### src/rtl/booth_pp_accumulator.sv
// Sequential radix-2 Booth multiplier back end: one recoded digit of y per cycle, accumulated into an exact signed 2*WIDE-bit product.
// Optional build macro BOOTH_ACC_EARLY_EXIT_EN: finish as soon as the remaining multiplier digits are all zero.
module booth_pp_accumulator #(
  parameter int WIDE = 8
) (
  input  logic                clk,
  input  logic                rst_n,
  input  logic                in_valid,
  output logic                in_ready,
  input  logic [WIDE-1:0]     x,
  input  logic [WIDE-1:0]     y,
  output logic                out_valid,
  input  logic                out_ready,
  output logic [2*WIDE-1:0]   product
);

  localparam int PW = 2 * WIDE;
  localparam int CW = $clog2(WIDE);
  localparam logic [CW-1:0] LAST = CW'(WIDE - 1);

  typedef enum logic [1:0] {
    IDLE = 2'd0,
    RUN  = 2'd1,
    DONE = 2'd2
  } state_t;

  state_t        state;
  logic [PW-1:0] mcand;
  logic [PW-1:0] acc;
  logic [PW-1:0] acc_next;
  logic [WIDE:0] shifter;
  logic [CW-1:0] cnt;
  logic          last_digit;

  // Handshakes: a transfer happens on any rising edge where valid and ready are both high;
  // ready/valid come straight from the state register, and data is held until the transfer.
  assign in_ready  = (state == IDLE);
  assign out_valid = (state == DONE);

  // mcand is pre-shifted each RUN cycle, so it always equals the sign-extended x << cnt.
  always_comb begin
    acc_next = acc;
    case (shifter[1:0])
      2'b01:   acc_next = acc + mcand;
      2'b10:   acc_next = acc - mcand;
      default: acc_next = acc;
    endcase
  end

`ifdef BOOTH_ACC_EARLY_EXIT_EN
  // shifter[WIDE:1] holds y[WIDE-1:i] (sign-extended); uniform bits mean every later digit is 00 or 11.
  logic rest_uniform;
  assign rest_uniform = (shifter[WIDE:1] == '0) || (&shifter[WIDE:1]);
  assign last_digit   = (cnt == LAST) || rest_uniform;
`else
  assign last_digit   = (cnt == LAST);
`endif

  always_ff @(posedge clk or negedge rst_n) begin
    if (!rst_n) begin
      state   <= IDLE;
      mcand   <= '0;
      acc     <= '0;
      shifter <= '0;
      cnt     <= '0;
      product <= '0;
    end else begin
      case (state)
        IDLE: begin
          if (in_valid) begin
            mcand   <= {{WIDE{x[WIDE-1]}}, x};
            shifter <= {y, 1'b0};
            acc     <= '0;
            cnt     <= '0;
            state   <= RUN;
          end
        end
        RUN: begin
          acc     <= acc_next;
          mcand   <= mcand << 1;
          shifter <= {shifter[WIDE], shifter[WIDE:1]};
          cnt     <= cnt + CW'(1);
          if (last_digit) begin
            product <= acc_next;
            state   <= DONE;
          end
        end
        DONE: begin
          if (out_ready) begin
            state <= IDLE;
          end
        end
        default: state <= IDLE;
      endcase
    end
  end

endmodule

### config.mk
export PLATFORM = sky130hd
export DESIGN_NAME = booth_pp_accumulator
export DESIGN_NICKNAME = d
export VERILOG_FILES = /design/src/rtl/booth_pp_accumulator.sv
export SDC_FILE = /design/constraint.sdc
export NUM_CORES = 1
export LEC_CHECK = 0
export ABC_AREA = 1
export BUFFER_PORTS_ARGS = -buffer_cell sky130_fd_sc_hd__buf_2
export CORE_MARGIN = 1.5
export CORE_UTILIZATION = 59
export DETAILED_ROUTE_END_ITERATION = 6
export PLACE_DENSITY = 0.8
export SLEW_MARGIN = 20
export SYNTH_ARGS = -nofsm -noshare
export SYNTH_HDL_FRONTEND = slang
export SYNTH_SLANG_ARGS = --single-unit
### constraint.sdc
create_clock -name clk -period 3.52 [get_ports clk]
set_clock_uncertainty 0.2 [all_clocks]
set_input_delay 0.704 -clock clk [delete_from_list [all_inputs] [get_ports clk]]
set_output_delay 0.704 -clock clk [all_outputs]
set_load 0.03 [all_outputs]
After elaboration in Yosys (flattened, before gate mapping)

Index checks and enable logic that the tools add are counted.

Flip-flop bits (word level): 62
Bits of input ports: 20
Output and inout port bits: 18
Logic and storage cells: 38

Add/subtract/negate cells: 3
Equality and inequality tests: 8
Multiplexer cells: 13
Bitwise logic cells: 1
Reduce and logical (&&, ||, !) cells: 6

Operator list:

| operator                                                         | count |
|---|---|
| 16-bit one-hot mux with 2 select lines                           | 3 |
| 16-bit 2-to-1 mux                                                | 2 |
| 9-bit one-hot mux with 2 select lines                            | 1 |
| 16-bit adder                                                     | 1 |
| 16-bit subtractor                                                | 1 |
| 9-bit 2-to-1 mux                                                 | 1 |
| 2-bit 2-to-1 mux                                                 | 3 |
| 2-bit one-hot mux with 3 select lines                            | 1 |
| 3-bit one-hot mux with 2 select lines                            | 1 |
| 3-bit AND reduction                                              | 2 |
| 2-bit by 1-bit == test with 1-bit output (second input constant) | 2 |
| 2-bit == test (second input constant)                            | 2 |
| 2-bit != test (second input constant)                            | 2 |
| 2-bit AND reduction                                              | 2 |
| 3-bit by 1-bit adder with 3-bit output (second input constant)   | 1 |
| 3-bit == test (second input constant)                            | 1 |
| 3-bit 2-to-1 mux                                                 | 1 |
| 2-bit logical NOT                                                | 1 |
| 2-bit by 1-bit != test with 1-bit output (second input constant) | 1 |
| 2-bit nonzero test                                               | 1 |
| 1-bit inverter                                                   | 1 |

Depth between registers and ports, before layout

Gate-level depths: netlist of the first run.

Depth after elaboration: 3
Gate-level depth with buffers: 22
Mapped depth without buffers: 22

Least setup slack after synthesis of the first run

No wires, ideal clock.

Kind: register -> register
From: register shifter[1]
To: register product[11]
Setup time: 0.118 ns
Arrival time: 2.422 ns
Required time: 3.202 ns
Setup slack: 0.781 ns
Stages on the path, launching flop included: 18
Buffers on the path: 1
Cell sequence: dfrtp_1 -> ha_1 -> buf_2 -> inv_1 -> nand2_1 -> o21ai_0 -> xor2_1 -> inv_1 -> ha_1 -> nand2_1 -> inv_1 -> a21oi_1 -> nand2_2 -> a21oi_1 -> xor2_1 -> o21ai_1 -> nand2_1 -> nand2_1

Cells in the longest elaborated chain, start to end: 2

RTL lines:

| element                                                                   | RTL line | RTL |
|---|---|---|
| start: declaration                                                        | 31       | `logic [WIDE:0] shifter;` |
| start signal: assignment                                                  | 72       | `shifter <= {y, 1'b0};` |
| start signal: assignment                                                  | 81       | `shifter <= {shifter[WIDE], shifter[WIDE:1]};` |
| 2-bit == test or 2-bit by 1-bit == test with 1-bit output (tied branches) | 43       | `case (shifter[1:0])` |
| 16-bit one-hot mux with 2 select lines (*)                                | 43       |  |
| end signal: assignment                                                    | 84       | `product <= acc_next;` |
| end: declaration                                                          | 14       | `output logic [2*WIDE-1:0] product` |

Every way passes the cells marked *; elsewhere a longest branch is shown, timed or not.
A chain may end at the register's enable or synchronous reset.

Worst setup path after layout of the first run

From: register shifter[0]
To: register acc[15]

Cells in the longest elaborated chain, start to end: 3

RTL lines:

| element                                                                   | RTL line | RTL |
|---|---|---|
| 2-bit == test or 2-bit by 1-bit == test with 1-bit output (tied branches) | 43       |  |
| 16-bit one-hot mux with 2 select lines (*)                                | 43       |  |
| 16-bit one-hot mux with 2 select lines (*)                                | 68       | `case (state)` |
| end signal: assignment                                                    | 79       | `acc <= acc_next;` |
| end: declaration                                                          | 29       | `logic [PW-1:0] acc;` |

Marked as above.

==> impl_metrics.ini, run 1 <==
[status]
run_status = finished clean

[cts]
cts_buffer_depth = 2
clock_latency_ns = 0.35
cts_inserted_buffers = 9
cts_tree = built
post_cts_buffers = 0
path_clk_slew_ns = 0.07
ctsHtreeMaxLevel = 3
holdBufCountCts = 0
cts.root.buffer_cell = clkbuf_8
clock_sinks = 62
cts_resized = 0

[drt]
antenna_left = 0
drt_first_pass_iters = 4
viasPerCell = 5.417
drt-total-wl_mm = 8.752
wl_per_cell_um = 14.14
drc = 0
first_iter_violations = 188
vias = 3353

[yosys]
synth_area_leaders = dfrtp_1, nand2_1, ha_1, inv_1, o21ai_0
synth_xor_area_share_pct = 3.925
synthAdderAreaFrac_pct = 6.794
syn_area_um2 = 3794
avgSynthCellArea_um2 = 7.587
synth_edf_count = 0
synthMuxAreaShare_pct = 0.7916
ys_warn_count = 0
yosysTopAreaCellShare_pct = 40.90
seq_area_frac_synth_pct = 40.90
synth-simple-area-share_pct = 24.93
yosysTopAreaCell = dfrtp_1
synth_top_family_by_area = simple AND/OR/NAND/NOR gates
synth_seq_cells = 62
synth_fp_nets = 540
synthCells = 500
synth_flop_cell = dfrtp_1
synth_compound_area_share_pct = 14.74
yosysUniqueCellTypes = 37
synth-async-reset-ratio_pct = 100.0

[timing]
whs_ns = 0.1230
final-setup-viol-count = 0
slew_violations = 0
period_share_pct = 91.27
hold_violations = 0
slew_headroom_pct = 31.93
finalWorstPathRequiredPeriod_ns = 3.213
rsz0062_at_grt = no
fmax_mhz = 311.3
tightest_slew_ns = 1.020
setup_tns_ns = 0

[critical_path]
r2r-end = acc[15]$_DFFE_PN0P_
crit_path_end = acc[15]$_DFFE_PN0P_
worstSetupStartpoint = shifter[0]$_DFFE_PN0P_
crit_required_ns = 3.56
arrival_ns = 3.25
r2r_cells = 20
critPathMaxFanout = 10
r2r_setup_slack_ns = 0.31
cp-start-kind = register
cp-end-kind = register
r2r-start = shifter[0]$_DFFE_PN0P_
crit_type = reg2reg

[finish]
regArea_um2 = 1551
drive_above_1_share_pct = 14.39
diodes = 0
n_fill_cell = 550
syn_to_final_growth_pct = 11.54
multi_input_area_um2 = 1944
nets = 578

[die]
core_area_um2 = 6277
start_util_pct = 60.43
num_rows = 29
num_io_pins = 38
dieArea_um2 = 6920
die_y_um = 83.19
die_w_um = 83.19

[place]
numPortBuffers = 37
gp_congestion = 1.018
hpwl_mm = 6.300

[global_route]
grt_max_degree = 41
grt_pass1_wl_mm = 15.12
antenna_found_initial = 0
grt_pass1_vias = 3334
grt_util_all_layers_pct = 27.40
grt_overflow_total = 0

[hold_path]
hold_class = in2async

[job]
cap_violations = 0
critical path, cell delays in order, from the launching register on:
cell and delay (ns):
dfrtp_1 0.37, inv_1 0.07, ha_1 0.35, inv_1 0.23, nand2_1 0.15, o21ai_0 0.11, xor2_1 0.17, inv_1 0.07
ha_1 0.33, nand2_1 0.13, inv_1 0.05, a21oi_1 0.16, nand2_2 0.11, nand2_1 0.07, nand2_1 0.06, nand3_1 0.11
nand3_1 0.08, nand2_1 0.08, nand2_1 0.06, nand2_1 0.07, nand2_1 0.06
how the worst min path moves through the flow:
stage / slack [ns] / cells past startpoint / endpoint / from
after detailed placement: 0.26 / 2 / product[10]$_DFFE_PN0P_ / product[10]$_DFFE_PN0P_
final: 0.12 / 1 / acc[3]$_DFFE_PN0P_ / rst_n
after floorplan: 0.21 / 0 / acc[0]$_DFFE_PN0P_ / rst_n
after global placement: 0.26 / 2 / product[12]$_DFFE_PN0P_ / product[12]$_DFFE_PN0P_
after CTS: 0.14 / 1 / acc[15]$_DFFE_PN0P_ / rst_n
after global routing: 0.16 / 1 / acc[3]$_DFFE_PN0P_ / rst_n
final cells by class:
| class | count | area share, % |
|---|---|---|
| flip-flops and latches | 62 | 36.66 |
| clock inverters | 6 | 1.508 |
| repair buffers | 42 | 5.263 |
| multi-input cells | 362 | 45.95 |
| clock buffers | 9 | 2.927 |
| well taps | 77 | 2.277 |
| inverters | 61 | 5.411 |
cell usage in the layout (no fill, tap or decap), types with 2 or more instances in the layout:
master / count
buf_4: 5
o211ai_1: 5
nor2_2: 3
ha_1: 19
nor2_1: 30
clkinvlp_4: 2
mux2i_1: 3
buf_2: 37
o21ai_0: 44
o21bai_1: 3
o221ai_1: 3
xnor2_1: 2
dfrtp_1: 62
o21ai_1: 4
o31ai_1: 2
a21oi_2: 3
inv_1: 60
nand4_1: 2
a31oi_1: 2
nand3_1: 28
o22ai_1: 6
or2_2: 4
a21oi_1: 21
nand2_1: 142
xor2_1: 15
a22o_1: 2
nand2_2: 8
nor3_1: 4
clkbuf_8: 9
clkinv_2: 2
cell families after synthesis:
kind of cell,count (synthesis)
AND/OR/NAND/NOR,225
multiplexers,3
flip-flops,62
AO/OA/AOI/OAI,97
XOR/XNOR,17
buffers and inverters,76
adder cells (fa/ha/maj),20
cells in the mapped netlist (4+ instances only):
library cell	n
nand3_1	28
nor3_1	4
nand2_1	142
nand2_2	8
or2_2	4
xor2_1	15
inv_1	60
o21ai_1	4
dfrtp_1	62
buf_2	9
ha_1	19
clkbuf_1	4
nor2_1	31
o22ai_1	6
o21ai_0	44
o211ai_1	5
a21oi_1	21
state kept, by name, summed over array words and instances (netlist names):
register,cells
acc,16
mcand,16
product,16
shifter,9
cnt,3
state,2
routing by layer:
metal / vias up / global-route usage [%] / part of all wire (%)
met2: 75 / 46.12 / 48
met5: - / 0 / 0
met4: 0 / 12.58 / 2.4
met3: 17 / 4.076 / 4.2
li1: 1693 / - / -
met1: 1568 / 34.92 / 45
stage by stage:
stage               std cells  util [%]  setup slack [ns]  cell area (µm²)
floorplan                 500         -            0.7806             3794
global placement          604     64.42            0.4283             4044
detailed placement        604     64.42            0.3467             4044
CTS                       619     67.41            0.3338             4232
global route              619     67.41          0.008451             4232
finish                    619     67.41            0.3074             4232
Power of run 1 is not shown: default switching activity piles up to over one toggle a cycle in this logic, so the estimate is an artifact.
==> run 2: changes to the inputs <==
==> constraint.sdc (replaced) <==
create_clock -name clk -period 3.52 [get_ports clk]
set_clock_uncertainty 0.2 [all_clocks]
set_input_delay 0.352 -clock clk [delete_from_list [all_inputs] [get_ports clk]]
set_output_delay 0.352 -clock clk [all_outputs]
set_load 0.03 [all_outputs]
==> run 2 against run 1 <==
Utilization increased by 0.68 points. Die area unchanged. Via count increased by 0.69%. Global-route usage increased by 0.30 points. Sequential cell count is the same. Count of clock-buffer cells in the layout is 3 higher. Sequential share of layout area is 0.36 points lower. Fmax is 2.4% higher. Critical path depth shrank 3. Final area is 1.0% higher. Largest cell class unchanged.
==> impl_metrics.ini, run 2 (synthesized netlist as in run 1, its figures left out) <==
[cts]
cts.root.buffer_cell = clkbuf_8
cts_inserted_buffers = 9
clock_sinks = 62
post_cts_buffers = 0
ctsHtreeMaxLevel = 3
path_clk_slew_ns = 0.07
cts_tree = built
clock_latency_ns = 0.35
cts_buffer_depth = 2

[finish]
final_cell_mix = nand2_1, dfrtp_1, inv_1
diodes = 0
final_common_cell = nand2_1
largest_registers = acc: 16 flops, mcand: 16 flops, product: 16 flops
nets = 580
drive_above_1_share_pct = 14.52
n_fill_cell = 520
syn_to_final_growth_pct = 12.66

[critical_path]
crit_required_ns = 3.55
crit_type = reg2reg
path_cells = inv_1 -> ha_2 -> inv_1 -> nand2_1 -> o21ai_0 -> xor2_1 -> inv_1 -> ha_1 -> a21oi_1 -> a21boi_2 -> inv_1 -> nand3_1 -> nand2_1 -> nand2_1 -> nand3_1 -> nand3_1 -> nand2_1
r2r_cells = 17
cp-start-kind = register
critPathMaxFanout = 10
r2r_setup_slack_ns = 0.38
slowest_stage = dfrtp_1
r2r-start = shifter[0]$_DFFE_PN0P_
cp_top_family = simple AND/OR/NAND/NOR gates
crit_path_max_incr_delay_ns = 0.36
cp-end-kind = register
crit_buf_inv = 4
arrival_ns = 3.17
r2r-end = acc[14]$_DFFE_PN0P_
worstSetupStartpoint = shifter[0]$_DFFE_PN0P_

[job]
cap_violations = 0

[die]
core_area_um2 = 6277
num_io_pins = 38
num_rows = 29
dieArea_um2 = 6920
start_util_pct = 60.43
die_w_um = 83.19
die_y_um = 83.19

[drt]
drt_first_pass_iters = 5
viasPerCell = 5.436
vias = 3376
drc = 0
wl_per_cell_um = 14.31
first_iter_violations = 256
antenna_left = 0
drt-total-wl_mm = 8.885

[hold_path]
hold_class = in2reg
min_path_cells = 3
hold_end = shifter[7]$_DFFE_PN0P_
worstHoldStart = y[6]

[timing]
setup_tns_ns = 0
final-setup-viol-count = 0
rsz0062_at_grt = no
slew_headroom_pct = 29.50
tightest_slew_ns = 1.056
period_share_pct = 89.09
slew_violations = 0
fmax_mhz = 318.9
hold_violations = 0
finalWorstPathRequiredPeriod_ns = 3.136

[place]
gp_congestion = 0.9706
numPortBuffers = 37
hpwl_mm = 6.225

[global_route]
grt_pass1_vias = 3339
grt_max_degree = 40
antenna_found_initial = 0
grt_pass1_wl_mm = 15.22
grt_util_all_layers_pct = 27.70
grt_overflow_total = 0

[status]
run_status = finished clean
## run 2: worst max path at each step
| stage | end | slack, ns | cells past startpoint |
|---|---|---|---|
| CTS | product[8]$_DFFE_PN0P_ | 0.28 | 16 |
| floorplan | product[11]$_DFFE_PN0P_ | 0.78 | 17 |
| global placement | product[11]$_DFFE_PN0P_ | 0.41 | 17 |
| global route | product[15]$_DFFE_PN0P_ | 0.07 | 19 |
| detailed placement | product[8]$_DFFE_PN0P_ | 0.33 | 16 |
| finish | acc[14]$_DFFE_PN0P_ | 0.38 | 17 |
## run 2: area by class of cell
class,count,area (µm²),area share [%]
clock buffer,12,165.2,3.864
clock inverter,3,42.54,0.9953
timing repair buffer,44,242.7,5.679
sequential,62,1551,36.30
multi-input combinational,362,1947,45.55
tap,77,96.34,2.254
inverter,61,229.0,5.357
## run 2: stage by stage
stage	area, µm²	hold WS (ns)	util, %	worst slack, ns	std cells
floorplan	3794	-0.1436	-	0.7806	500
global placement	4044	0.1650	64.42	0.4130	604
finish	4274	0.01061	68.09	0.3841	621
detailed placement	4044	0.1800	64.42	0.3328	604
CTS	4272	0.005457	68.05	0.2815	621
global route	4274	0.02087	68.09	0.07238	621
## run 2: metal layers
layer  share of wire (%)  routed length (µm)  vias to the layer above  track usage (%)
met1                  44                3893                     1544            36.32
met3                 5.3                 474                       24            5.268
met2                  48                4281                      112            45.16
li1                    -                   -                     1696                -
met5                   0                   0                        -                0
met4                 2.7                 236                        0            11.67
## run 2: repair_timing
item,4_1_cts,5_1_grt
endpoints found under the hold margin,24,0
setup endpoints to repair,0,5
hold buffers,2,0
gates resized for setup,0,1
## run 2: worst reg2reg max path, delay by kind of cell (launching register included)
kind	cells	cell delay, ns
buffers and inverters	4	0.42
AOI/OAI and AO/OA	3	0.57
and+or+nand+nor	7	0.69
adders and majority gates	2	0.64
xor gates and xnor gates	1	0.14
DFF	1	0.36
Power of run 2 is left out for the same reason.
